`config.mk`:
```
export PLATFORM = sky130hd
export DESIGN_NAME = mux4_rr_arbiter
export DESIGN_NICKNAME = d
export VERILOG_FILES = /design/src/rtl/mux4_rr_arbiter.sv
export SDC_FILE = /design/constraint.sdc
export NUM_CORES = 1
export LEC_CHECK = 0
export ABC_AREA = 1
export BUFFER_PORTS_ARGS = -buffer_cell sky130_fd_sc_hd__buf_2
export CORE_ASPECT_RATIO = 0.6
export CORE_UTILIZATION = 30
export CTS_BUF_LIST = sky130_fd_sc_hd__clkbuf_16
export DETAILED_ROUTE_END_ITERATION = 8
export SYNTH_ARGS = -nofsm -noshare
export SYNTH_HDL_FRONTEND = slang
export SYNTH_SLANG_ARGS = --single-unit
```
`constraint.sdc`:
```
create_clock -name clk -period 5.05 [get_ports clk]
set_input_delay 0.505 -clock clk [delete_from_list [all_inputs] [get_ports clk]]
set_output_delay 0.505 -clock clk [all_outputs]
set_load 0.01 [all_outputs]
```
`src/rtl/mux4_rr_arbiter.sv`:
```
// Round-robin arbiter driving the select of a shared 4:1 mux; grant, select and busy are registered (one cycle from req).
// A grant is held until the owner marks last, drops its request, or has held it for HOLD_MAX cycles.
module mux4_rr_arbiter #(
    parameter int HOLD_MAX = 4,
    parameter int CNT_W    = 8
) (
    input  logic       clk,
    input  logic       rst_n,
    input  logic [3:0] req,
    input  logic [3:0] last,
    output logic [3:0] gnt,
    output logic [1:0] sel,
    output logic       busy
);

    typedef enum logic {IDLE, GRANT} state_t;

    state_t           r_state, w_state_nxt;
    logic [1:0]       r_ptr, w_ptr_nxt;
    logic [1:0]       r_sel, w_sel_nxt;
    logic [3:0]       r_gnt, w_gnt_nxt;
    logic [CNT_W-1:0] r_cnt, w_cnt_nxt;
    logic             w_release;
    logic             w_hold_done;
    logic [1:0]       w_arb_ptr;
    logic [2:0]       w_pick;
    logic             w_found;
    logic [1:0]       w_win;

    // Returns {found, index} of the first set bit searched upward from p, wrapping mod 4.
    function automatic logic [2:0] pick(input logic [3:0] r, input logic [1:0] p);
        logic [2:0] res;
        logic [1:0] k;
        res = {1'b0, p};
        for (int i = 3; i >= 0; i--) begin
            k = p + 2'(i);
            if (r[k]) res = {1'b1, k};
        end
        return res;
    endfunction

    assign w_hold_done = (r_cnt == CNT_W'(HOLD_MAX));
    assign w_release   = (r_state == GRANT) &&
                         ((last[r_sel] & req[r_sel]) | !req[r_sel] | w_hold_done);
    // On release the pointer moves past the owner before arbitrating, so the owner wins only when alone.
    assign w_arb_ptr   = w_release ? (r_sel + 2'd1) : r_ptr;
    assign w_pick      = pick(req, w_arb_ptr);
    assign w_found     = w_pick[2];
    assign w_win       = w_pick[1:0];

    always_comb begin
        w_state_nxt = r_state;
        w_ptr_nxt   = r_ptr;
        w_sel_nxt   = r_sel;
        w_gnt_nxt   = r_gnt;
        w_cnt_nxt   = r_cnt;
        case (r_state)
            IDLE: begin
                if (w_found) begin
                    w_state_nxt = GRANT;
                    w_sel_nxt   = w_win;
                    w_gnt_nxt   = 4'b0001 << w_win;
                    w_cnt_nxt   = CNT_W'(1);
                end
            end
            GRANT: begin
                if (w_release) begin
                    w_ptr_nxt = w_arb_ptr;
                    if (w_found) begin
                        w_sel_nxt = w_win;
                        w_gnt_nxt = 4'b0001 << w_win;
                        w_cnt_nxt = CNT_W'(1);
                    end else begin
                        w_state_nxt = IDLE;
                        w_gnt_nxt   = 4'b0000;
                        w_cnt_nxt   = '0;
                    end
                end else if (!w_hold_done) begin
                    w_cnt_nxt = r_cnt + CNT_W'(1);
                end
            end
            default: begin
                w_state_nxt = IDLE;
                w_gnt_nxt   = 4'b0000;
            end
        endcase
    end

    always_ff @(posedge clk or negedge rst_n) begin
        if (!rst_n) begin
            r_state <= IDLE;
            r_ptr   <= 2'd0;
            r_sel   <= 2'd0;
            r_gnt   <= 4'b0000;
            r_cnt   <= '0;
        end else begin
            r_state <= w_state_nxt;
            r_ptr   <= w_ptr_nxt;
            r_sel   <= w_sel_nxt;
            r_gnt   <= w_gnt_nxt;
            r_cnt   <= w_cnt_nxt;
        end
    end

    assign gnt  = r_gnt;
    assign sel  = r_sel;
    assign busy = (r_state == GRANT);

endmodule

```
Word-level counts from Yosys, hierarchy flattened
Cells that the tools add are included.
- bits of input ports: 10
- register bits: 17
- output and inout port bits: 7
- logic and storage cells: 61
- equal/unequal tests: 4
- $lt $le $gt $ge: 5
- add/subtract/negate cells: 5
- shifts and indexed selects: 1
- reductions and logical operators: 5
- mux-type cells: 32
- bitwise operators: 4
- operators with widths (operator ; count):
    8-bit two-way mux ; 3
    8-bit case mux with 2 select lines ; 1
    2-bit by 3-bit < comparator with 1-bit output (second input constant) ; 5
    1-bit binary-select mux with 2-bit select ; 6
    3-bit two-way mux ; 4
    4-bit two-way mux ; 3
    1-bit two-way mux ; 9
    8-bit by 1-bit adder with 8-bit output (second input constant) ; 1
    8-bit by 3-bit == test with 1-bit output (second input constant) ; 1
    4-bit case mux with 2 select lines ; 1
    2-bit two-way mux ; 3
    2-bit AND reduction ; 3
    2-bit by 1-bit adder with 2-bit output (second input constant) ; 2
    2-bit adder (second input constant) ; 2
    2-bit case mux with 2 select lines ; 1
    1-bit by 2-bit << shifter with 4-bit output (first input constant) ; 1
    3-bit != test (second input constant) ; 1
    2-bit by 1-bit != test with 1-bit output (second input constant) ; 1
    2-bit != test (second input constant) ; 1
    1-bit bitwise OR ; 2
    1-bit case mux with 2 select lines ; 1
    1-bit bitwise AND ; 1
    1-bit logical AND ; 1
    1-bit logical NOT ; 1
    1-bit inverter ; 1

Longest topological paths before layout
Gate-level depths: netlist of the first run.
- depth in word-level cells: 18
- depth in mapped cells: 20
- gate-level depth less buffers: 20

Least setup slack after synthesis of the first run
Ideal clock, no wire load.
- path kind: reg2reg
- from: reg r_cnt[0]
- to: reg r_gnt[3], in the netlist gnt[3]
- library setup time: 0.117 ns
- path slack: 2.963 ns
- stages on the path, launching flop included: 20
- data required time: 4.933 ns
- buffers on the path: 0
- period minus slack after synthesis: 2.087 ns
- arrival time: 1.971 ns
- path through: dfrtp_1 inv_1 ha_1 nand2_1 nor3_1 nand3_1 nand2_4 nand2_4 nand2_4 nand2_4 nand2_1 nand2_2 nor2_4 nor2_2 nand2_1 nand2_1 nand2_2 nor2_2 nand2_1 nand2_1
- word-level cells in the longest chain between the ends: 15
- elaborated cells on any way between the ends: 27
- classes of those cells: 3 x add/sub; 3 x eq/ne; 1 x shift; 17 x mux; 1 x bitwise; 2 x reduce/logical
- ends and longest elaborated chain (item ; RTL line ; text):
    from (decl) ; 22 ; logic [CNT_W-1:0] r_cnt, w_cnt_nxt;
    from (signal assigned) ; 101 ; r_cnt <= w_cnt_nxt;
    8-bit by 3-bit == test with 1-bit output (*) ; 42 ; assign w_hold_done = (r_cnt == CNT_W'(HOLD_MAX));
    1-bit bitwise OR (*) ; 44 ; ((last[r_sel] & req[r_sel]) | !req[r_sel] | w_hold_done);
    1-bit logical AND (*) ; 43 ; assign w_release = (r_state == GRANT) &&
    2-bit two-way mux ; 46 ; assign w_arb_ptr = w_release ? (r_sel + 2'd1) : r_ptr;
    2-bit adder ; 36 ; k = p + 2'(i);
    1-bit binary-select mux with 2-bit select ; 37 ; if (r[k]) res = {1'b1, k};
    1-bit two-way mux (implied by the code) ; 37 ;
    3-bit two-way mux (4 in a row) ; 37 ;
    1-bit by 2-bit << shifter with 4-bit output ; 62, 71 ;
    4-bit two-way mux ; 69 ; if (w_found) begin
    4-bit two-way mux ; 67 ; if (w_release) begin
    4-bit case mux with 2 select lines ; 57 ; case (r_state)
    to (signal assigned) ; 100 ; r_gnt <= w_gnt_nxt;
    to (decl) ; 21 ; logic [3:0] r_gnt, w_gnt_nxt;
Every way passes the cells marked *; elsewhere a longest branch is shown, timed or not. The select of a mux whose other input is x is not followed.
A chain may end at the register's enable or synchronous reset.

Final worst setup path of the first run
- from: reg r_cnt[0]
- to: reg r_gnt[0], in the netlist gnt[0]
The elaborated chain is that of the path after synthesis.

==> key figures, run 1 <==
Drt
  – Vias: ~1.1k
  – Final WL: about 2800 um
  – DRT iter0 DRCs: 64
  – First-pass DRT Iterations: 4
  – DRC: 0
  – Routed Antenna Nets: 0
  – WL/cell: around 12 um
  – Via/cell ratio: approximately 4.7

Synthesis
  – Seq cells post-synth: 17
  – Yosys warns: 0
  – Share of Yosys cell area claimed by the top area cell type: between 30% and 40%
  – Synth area leader: dfrtp_1
  – Mapped Area: around 1200 um2
  – Yosys cell types: 26
  – Post-Syn Instances: approximately 170
  – Post-Syn Area per Cell: ~7.3 um2
  – Post-synthesis sequential area ratio: roughly a third
  – Synth area leaders: dfrtp_1 (34%), nand2_1 (17%), inv_1 (6.6%)
  – Syn_nets: approximately 180

Floorplanning
  – Placeable Area: approximately 3800 um2
  – Io pins: 17
  – Rows: 17
  – Die area: between 4000 and 5000 um2
  – Die width: 85.3 um
  – Die Span Y: approximately 52 um
  – Initial Util: approximately a third

Power
  – Leak: between 0.7 and 0.8 nW
  – Pwr per Cell Area: approximately 730 nW/um2
  – Worst VDD drop: 276 uV

Timing
  – Final Setup Violations: 0
  – Period utilisation layout: between 40% and 50%
  – Final worst path period need: around 2.4 ns
  – Peak Freq: between 400 and 500 MHz
  – Slew HR: between 70% and 80%
  – Final Hold Viols: 0
  – Setup Skew: approximately 0.0010 ns
  – Unrepaired setup endpoints after global routing: false
  – Least-Margin Pin Slew: between 0.3 and 0.4 ns
  – Setup TNS: 0 ns
  – Max-slew violation count: 0

Global routing
  – Pin count of the biggest net entering global routing: 18
  – Vias in the first global route: between 900 and 1k
  – Global-route wire length before repair: 4860 um
  – Total GRT Usage: 14.4%
  – Grt total ovfl: 0
  – Initial antenna violation count: 0

Worst setup path
  – Max FO, Critical Path: 9
  – Slowest Stage Delay on Critical Path: 0.38 ns
  – CP startpoint kind: flip-flop
  – FF-to-FF path depth: 19
  – Critical Path RT: around 5.2 ns
  – RR Startpoint: r_cnt[0]$_DFFE_PN0P_
  – Crit path DAT: 2.51 ns
  – CP Class: reg2reg
  – Critical Path Source: r_cnt[0]$_DFFE_PN0P_
  – Crit-path cells: inv_1, ha_1, nand2_1, nor3_1, nand3_1, nand2_4, nand2_4, nand2_1, nand2_1, nand2_1, nand2_1, nand2_1, nand2_1, nand3_1, nand2_1, nand2_1, inv_1, nand3_1, nand2_1
  – Critical Path End Type: flip-flop
  – Crit-path slowest cell: dfrtp_1
  – Crit-path most repeated cell: nand2_1

Cells and area
  – Diode count: 0
  – Area growth, synth to finish: 17.4%
  – Register area: ~430 um2
  – Area occupied by multi-input gates: 734 um2
  – Net count, final: roughly 210
  – Layout cells sized above 1: between 20% and 30%
  – Non-filler instance count after layout: 239
  – # fillers: roughly 420

Placement
  – GP Congestion: between 0.8 and 0.9
  – Dpl cells: around 240
  – DP HPWL: roughly 2300 um
  – IO Port Bufs: 16

Clocking
  – Post-cts resize count: 0
  – CTS Sinks: 17
  – CTS Hold Buffers Added: 0
  – Setup Fix Bufs, Post-CTS: 0
  – CTS tree: built
  – H-tree depth: 1
  – Max Buffers Root-to-Sink: 2
  – Clk_lat worst skew: 0.25 ns
  – CTS Buf Count: 3
  – Clock transition at path regs: 0.05 ns
  – CTS Root Cell: clkbuf_16

Run
  – Max cap viols: 0

Hold path
  – Hold crit path type: in2async

Status
  – Status: finished clean
==> synthesized netlist by cell type, drive strengths merged <==
library cell	n
o22ai	2
dfrtp	17
o21ai	4
nor2	11
inv	24
xor2	4
nand4	1
a21oi	1
o211ai	1
nor3	2
a21boi	1
nand3b	2
nand2	76
nor4	1
o32ai	3
ha	2
a31oi	1
nand3	19
==> report_power, final <==
part,internal [mW],switching [mW]
Clock,0.105,0.0530
Sequential,0.182,0.0368
Combinational,0.228,0.470
==> routing by layer <==
layer / wire length [um] / global-route usage [%] / vias to the layer above
li1: - / - / 587
met1: 1670 / 24.2 / 496
met2: 933 / 16.7 / 46
met3: 239 / 4.76 / 0
met4: 0 / 1.67 / 0
met5: 0 / 0 / -
==> cell type report <==
cell class                 instances  share of cell area, %
clock inverter                     1                  0.256
timing repair buffer              16                   5.46
multi-input combinational        131                   50.0
tap                               47                   4.01
sequential                        17                   29.0
clock buffer                       3                   5.12
inverter                          24                   6.14
==> cells in the final DEF (no fill, tap or decap) <==
cell	Yosys	layout
nand3_1	15	15
o21ai_1	3	3
nor2_2	3	3
nand2_4	7	7
buf_2	0	16
nand2_1	58	58
o21ai_0	1	1
o211ai_1	1	1
nand3b_1	2	2
xor2_1	4	4
o22ai_1	2	2
a21oi_1	1	1
nor3_1	2	2
a21boi_1	1	1
nand3_4	1	1
nand3_2	3	3
nor2_1	6	6
nand4_1	1	1
inv_1	22	23
inv_2	2	2
nor2_4	2	2
clkbuf_16	0	3
dfrtp_1	17	17
o32ai_1	3	3
nand2_2	11	11
nor4_1	1	1
ha_1	2	2
a31oi_1	1	1
==> sequential cells by signal, indices dropped and copies added, names as in the netlist <==
signal	flops
gnt	4
r_ptr	2
busy	1
sel	2
r_cnt	8
==> through the flow <==
step	instance area, um2	total power [mW]	utilization [%]	worst slack [ns]	hold slack (ns)
finish	1470	1.07	38.3	2.68	0.174
global route	1470	1.19	38.3	2.35	0.204
CTS	1470	1.08	38.3	2.68	0.188
detailed placement	1390	0.918	36.3	2.68	0.452
global placement	1390	0.921	36.3	2.71	0.451
floorplan	1250	0.772	-	2.96	0.209
==> worst paths after layout <==
check	endpoint	slack, ns
max reg2reg	gnt[0]$_DFFE_PN0P_	2.68
max	gnt[0]$_DFFE_PN0P_	2.68
min	r_cnt[3]$_DFFE_PN0P_	0.17
min reg2reg	gnt[1]$_DFFE_PN0P_	0.47
min in group clk	gnt[1]$_DFFE_PN0P_	0.47
max in group asynchronous	sel[1]$_DFFE_PN0P_	4.60
==> worst max-delay path: cells and delay by family (launching register included) <==
family,cells,cell delay (ns)
DFF,1,0.38
and+or+nand+nor,16,1.49
buffers and inverters,2,0.22
adders and majority gates,1,0.18
==> cells by family (layout without fill, tap and decap cells) <==
kind of cell,Yosys count,after routing,share of synthesized area [%]
DFF,17,17,34.0
AOI/OAI and AO/OA,13,13,6.81
xor gates and xnor gates,4,4,2.80
buffers and inverters,24,44,7.21
adders and majority gates,2,2,2.00
and+or+nand+nor,112,112,47.1
Power figures use the tool's default switching activity.
==> inputs of run 2 (changes only) <==
==> constraint.sdc (replaced) <==
create_clock -name clk -period 2.2 [get_ports clk]
set_input_delay 0.22 -clock clk [delete_from_list [all_inputs] [get_ports clk]]
set_output_delay 0.22 -clock clk [all_outputs]
set_load 0.01 [all_outputs]
==> run 2 against run 1 <==
  * The run now ends with negative setup slack left
  * Critical path depth decreased by 4
  * Wire length increased by 18%
  * Count of clock-buffer cells in the layout unchanged
  * Clock skew increased by 0.0037 ns
  * Fmax increased by 6.9%
  * Non-clock buffer count increased by 10
  * First-iteration DRC count decreased by 9.4%
  * Sequential cell count unchanged
  * Final cell count increased by 4.6%
  * Setup slack got worse by 2.7 ns
  * Core utilization increased by 8.7 points
  * Via count increased by 7.9%
  * Critical path type unchanged
==> key figures, run 2 (synthesis gave the netlist of run 1 again) <==
Global routing
  – Grt total ovfl: 0
  – Met3 usage: between 5 and 6%
  – Met2 Use GR: approximately 17%
  – Busiest grt layer: met1
  – Pin count of the biggest net entering global routing: 18
  – Global-route wire length before repair: around 5000 um
  – Global routing usage on met1: between 20 and 30%
  – Total GRT Usage: between 10% and 20%
  – Vias in the first global route: ~990
  – Initial antenna violation count: 0

Floorplanning
  – Rows: 17
  – Io pins: 17
  – Die area: 4440 um2
  – Placeable Area: 3830 um2
  – Die width: around 85 um
  – Die Span Y: approximately 52 um
  – Initial Util: 32.6%

Clocking
  – CTS Buf Count: 3
  – H-tree depth: 1
  – Clock transition at path regs: about 0.050 ns
  – CTS tree: built
  – Max Buffers Root-to-Sink: 2
  – CTS Sinks: 17
  – Clk_lat worst skew: ~0.25 ns
  – CTS Root Cell: clkbuf_16

Cells and area
  – Reg with most FFs: r_cnt
  – Max FFs per register: 8
  – Area growth, synth to finish: 44.0%
  – Most frequent cells in the layout: nand2_1 (33), nand2_2 (24), inv_1 (20)
  – # fillers: 390
  – Layout cells sized above 1: about half
  – Net count, final: 216
  – Commonest non-fill, non-tap cell in the layout: nand2_1
  – Diode count: 0

Placement
  – DP HPWL: roughly 2400 um
  – GP Congestion: about 0.88
  – IO Port Bufs: 16
  – Post-place setup slack: roughly 0.02 ns

Timing
  – Final Hold Viols: 0
  – Unrepaired setup endpoints after global routing: true
  – Max-slew violation count: 0
  – Setup Skew: approximately 0.0047 ns
  – Slew HR: 70.4%
  – Final Setup Violations: 2
  – Least-Margin Pin Slew: about 0.44 ns
  – Setup slack after layout: -0.0186 ns
  – Peak Freq: ~450 MHz
  – Period utilisation layout: 101%
  – Final worst path period need: 2.22 ns

Worst setup path
  – Stages on worst setup path: 15
  – FF-to-FF path depth: 15
  – Delay-heaviest family, CP: simple AND/OR/NAND/NOR gates
  – RR Startpoint: r_cnt[1]$_DFFE_PN0P_
  – Buf/Inv on CP: 1
  – CP startpoint kind: flip-flop
  – Critical Path Source: r_cnt[1]$_DFFE_PN0P_
  – Max FO, Critical Path: 9
  – Critical Path End Type: flip-flop
  – Slowest Stage Delay on Critical Path: between 0.3 and 0.4 ns
  – Crit path DAT: about 2.4 ns
  – Critical Path RT: roughly 2.3 ns
  – Crit-path slowest cell: dfrtp_1
  – R2R setup slack: -0.02 ns
  – CP endpoint: r_cnt[2]$_DFFE_PN0P_
  – CP Class: reg2reg
  – Crit-path cells: inv_2, ha_4, nand2_2, nor3_2, nand3_1, nand2_4, nand3_4, nand2_8, nand2_4, nand3_2, nand2_2, nor2_4, nand3_4, a21oi_1, nor2_1
  – Worst R2R End: r_cnt[2]$_DFFE_PN0P_

Drt
  – DRC: 0
  – WL/cell: ~13 um
  – First-pass DRT Iterations: 5
  – Via/cell ratio: ~4.9
  – Routed Antenna Nets: 0
  – DRT iter0 DRCs: 58
  – Vias: approximately 1.2k
  – Final WL: 3360 um

Status
  – Status: complete, but fails checks
  – Violated checks: negative setup slack

Hold path
  – Hold crit path type: in2async

Run
  – Max cap viols: 0
==> run 2: changes by cell type in the layout (fill, tap and decap cells not counted), moves of 3 or more <==
cell,previous run,this run
buf_4,0,9
nand2_8,0,4
inv_1,23,20
nand3_1,15,8
nand2_2,11,24
nand3_2,3,9
nand2_1,58,33
nand2_4,7,16
inv_2,2,5
==> run 2: layout make-up <==
class	count	area, um2	share of cell area (%)
Inverter	24	90.1	5.00
Clock inverter	1	3.75	0.208
Tap cell	47	58.8	3.27
Timing Repair Buffer	26	158	8.76
Multi-Input combinational cell	132	990	55.0
Sequential cell	17	425	23.6
Clock buffer	3	75.1	4.17
==> run 2: worst register-to-register path, stage by stage, from the launching register on <==
cell,delay (ns)
dfrtp_1,0.39
inv_2,0.09
ha_4,0.13
nand2_2,0.04
nor3_2,0.10
nand3_1,0.13
nand2_4,0.17
nand3_4,0.16
nand2_8,0.16
nand2_4,0.07
nand3_2,0.09
nand2_2,0.09
nor2_4,0.12
nand3_4,0.16
a21oi_1,0.17
nor2_1,0.06
==> run 2: layer usage <==
metal	vias to the layer above	share of wire, %
met2	29	39
met5	-	0
met3	5	5.5
met1	566	55
met4	0	0.95
li1	618	-
==> run 2: worst min-delay path by stage <==
stage	from	to	cells past startpoint	slack, ns
detailed placement	rst_n	r_cnt[5]$_DFFE_PN0P_	1	0.17
CTS	req[0]	busy$_DFF_PN0_	5	0.41
global placement	rst_n	r_cnt[3]$_DFFE_PN0P_	1	0.17
floorplan	rst_n	busy$_DFF_PN0_	0	-0.08
global route	rst_n	r_cnt[5]$_DFFE_PN0P_	2	0.49
finish	rst_n	r_cnt[5]$_DFFE_PN0P_	2	0.43
==> run 2: timing repair <==
action | 4_1_cts | 5_1_grt
pin swaps | 6 | 18
hold buffers | 1 | 0
endpoints found under the hold margin | 17 | 0
resized for setup | 4 | 57
endpoints found under the setup margin | 5 | 14
buffers inserted | 0 | 4
gates cloned | 0 | 1
==> run 2: per-stage QoR <==
stage / utilization (%) / instance area (um2) / cells / TNS (ns) / hold slack, ns
detailed placement: 37.3 / 1430 / 240 / 0 / 0.175
global route: 47.0 / 1800 / 250 / -1.45 / 0.485
CTS: 40.0 / 1530 / 245 / 0 / 0.411
finish: 47.0 / 1800 / 250 / -0.0281 / 0.427
global placement: 37.3 / 1430 / 240 / -0.00149 / 0.167
floorplan: - / 1250 / 172 / 0 / -0.0756
Power of run 2 is not shown: default switching activity piles up to over one toggle a cycle in this logic, so the estimate is an artifact.
==> inputs of run 3 (changes only) <==
--- a/config.mk
+++ b/config.mk
@@ -11,6 +11,7 @@
 export CORE_UTILIZATION = 30
 export CTS_BUF_LIST = sky130_fd_sc_hd__clkbuf_16
 export DETAILED_ROUTE_END_ITERATION = 8
+export PLACE_DENSITY_LB_ADDON = 0.3
 export SYNTH_ARGS = -nofsm -noshare
 export SYNTH_HDL_FRONTEND = slang
 export SYNTH_SLANG_ARGS = --single-unit
==> run 3 against run 2 <==
  * The run still ends with negative setup slack left
  * Count of clock-buffer cells in the layout is the same
  * Die area is the same
  * Setup slack lost 0.084 ns
  * Clock skew shrank 0.0026 ns
  * Final area grew 7.4%
  * Critical path depth grew 2
  * Via count grew 5.2%
  * Wire length grew 8.8%
  * Core utilization grew 3.5 points
  * Sequential share of layout area shrank 1.6 points
  * Non-clock buffer count grew 13
==> key figures, run 3 (synthesis gave the netlist of run 1 again) <==
Timing
  – Setup TNS: -0.620 ns
  – Slew HR: 65.3%
  – Least-Margin Pin Slew: roughly 0.52 ns
  – Max-slew violation count: 0
  – Final worst path period need: 2.30 ns
  – Period utilisation layout: 105%
  – Setup Skew: between 0.002 and 0.0025 ns
  – Final Setup Violations: 11
  – Unrepaired setup endpoints after global routing: true
  – Setup slack after layout: -0.102 ns
  – Final Hold Viols: 0
  – Peak Freq: 434 MHz

Placement
  – Post-place setup slack: -0.0390 ns
  – DP HPWL: 2390 um
  – IO Port Bufs: 16
  – Dpl cells: roughly 240
  – GP Congestion: approximately 0.93

Drt
  – Final WL: ~3700 um
  – Via/cell ratio: between 4 and 5
  – Vias: roughly 1.3k
  – Routed Antenna Nets: 0
  – DRC: 0
  – First-pass DRT Iterations: 5
  – DRT iter0 DRCs: about 130
  – WL/cell: about 14 um

Cells and area
  – Commonest non-fill, non-tap cell in the layout: nand2_1
  – Non-filler instance count after layout: approximately 260
  – Net count, final: 230
  – Area growth, synth to finish: 54.8%
  – # fillers: 346
  – Util after Layout: 50.5%
  – Most frequent cells in the layout: nand2_1 (37), buf_4 (21), inv_1 (20)
  – Layout cells sized above 1: 50.2%
  – Max FFs per register: 8
  – Reg with most FFs: r_cnt
  – Diode count: 0

Worst setup path
  – Crit-path cells: inv_2, ha_4, nand2_2, nor3_2, nand3_1, nand2_4, nand2_8, nand2_8, nand2_8, nand2_2, nand2_4, nor2_4, buf_6, nand3_4, nand2_4, nand2_1, nor2_1
  – RR Startpoint: r_cnt[1]$_DFFE_PN0P_
  – CP Class: reg2reg
  – Max FO, Critical Path: 6
  – R2R setup slack: -0.10 ns
  – Critical Path RT: ~2.4 ns
  – Slowest Stage Delay on Critical Path: about 0.38 ns
  – Worst R2R End: r_cnt[2]$_DFFE_PN0P_
  – CP startpoint kind: flip-flop
  – Critical Path Source: r_cnt[1]$_DFFE_PN0P_
  – Critical Path End Type: flip-flop
  – CP endpoint: r_cnt[2]$_DFFE_PN0P_
  – FF-to-FF path depth: 17
  – Crit path DAT: between 2 and 2.5 ns
  – Crit-path slowest cell: dfrtp_1

Clocking
  – CTS Sinks: 17
  – CTS tree: built
  – CTS Buf Count: 3
  – H-tree depth: 1
  – Clock transition at path regs: 0.05 ns
  – Clk_lat worst skew: approximately 0.25 ns
  – Max Buffers Root-to-Sink: 2
  – CTS Root Cell: clkbuf_16

Power
  – Pwr per Cell Area: roughly 1800 nW/um2
  – Leak: 0.950 nW
  – Pwr Total: 3.53 mW
  – Worst VDD drop: 750 uV

Run
  – Max cap viols: 0

Global routing
  – Global-route wire length before repair: 5500 um
  – Grt total ovfl: 0
  – Vias in the first global route: 1111
  – Initial antenna violation count: 0
  – Pin count of the biggest net entering global routing: 18
  – Total GRT Usage: 16.5%

Floorplanning
  – Placeable Area: roughly 3800 um2
  – Io pins: 17
  – Initial Util: about a third
  – Die Span Y: around 52 um
  – Die width: around 85 um
  – Rows: 17
  – Die area: between 4000 and 5000 um2

Status
  – Violated checks: negative setup slack
  – Status: complete, but fails checks

Hold path
  – Hold crit path type: in2async
run 3: cell count changes in the layout (fill, tap and decap cells not counted), sizes merged:
cell and delta:
nand3 +1, inv -1, buf +13, clkinv +1
run 3: worst max-delay path: cells and delay by family, from the launching register on:
family | cells | cell delay, ns
and+or+nand+nor | 14 | 1.48
adders and majority gates | 1 | 0.13
buffers and inverters | 2 | 0.23
DFF | 1 | 0.38
run 3: how the worst min path moves through the flow:
stage                                end  slack (ns)
floorplan                 busy$_DFF_PN0_       -0.08
global placement    r_cnt[5]$_DFFE_PN0P_        0.17
detailed placement  r_cnt[5]$_DFFE_PN0P_        0.17
CTS                 r_cnt[5]$_DFFE_PN0P_        0.45
global route        r_cnt[4]$_DFFE_PN0P_        0.49
finish              r_cnt[4]$_DFFE_PN0P_        0.44
run 3: layout make-up:
cell class	instances	area, um2	share of cell area (%)
multi-input cells	133	1020	52.7
flip-flops and latches	17	427	22.1
repair buffers	39	259	13.4
inverters	24	90.1	4.66
clock buffers	3	75.1	3.88
well taps	47	58.8	3.04
clock inverters	1	5.00	0.259
run 3: repair_timing:
item,4_1_cts,5_1_grt
resized for setup,16,44
buffers inserted,8,5
endpoints found under the setup margin,6,15
gates cloned,2,0
hold buffers,1,0
pin swaps,11,19
endpoints found under the hold margin,17,0
run 3: metal layers:
layer,vias up,global-route usage [%],routed length [um]
met1,575,25.8,1900
met4,0,1.67,0
met3,0,5.40,265
met5,-,0,0
li1,651,-,-
met2,55,21.8,1490
run 3: through the flow:
stage | instance area, um2 | hold slack, ns
after floorplan | 1250 | -0.0756
after global placement | 1460 | 0.172
after detailed placement | 1460 | 0.172
after CTS | 1700 | 0.447
after global routing | 1930 | 0.487
final | 1930 | 0.441
run 3: where the power goes:
| group | switching [mW] | internal (mW) | leakage [nW] |
|---|---|---|---|
| Combinational | 1.62 | 1.03 | 0.693 |
| Sequential | 0.0974 | 0.420 | 0.216 |
| Clock | 0.120 | 0.243 | 0.0409 |
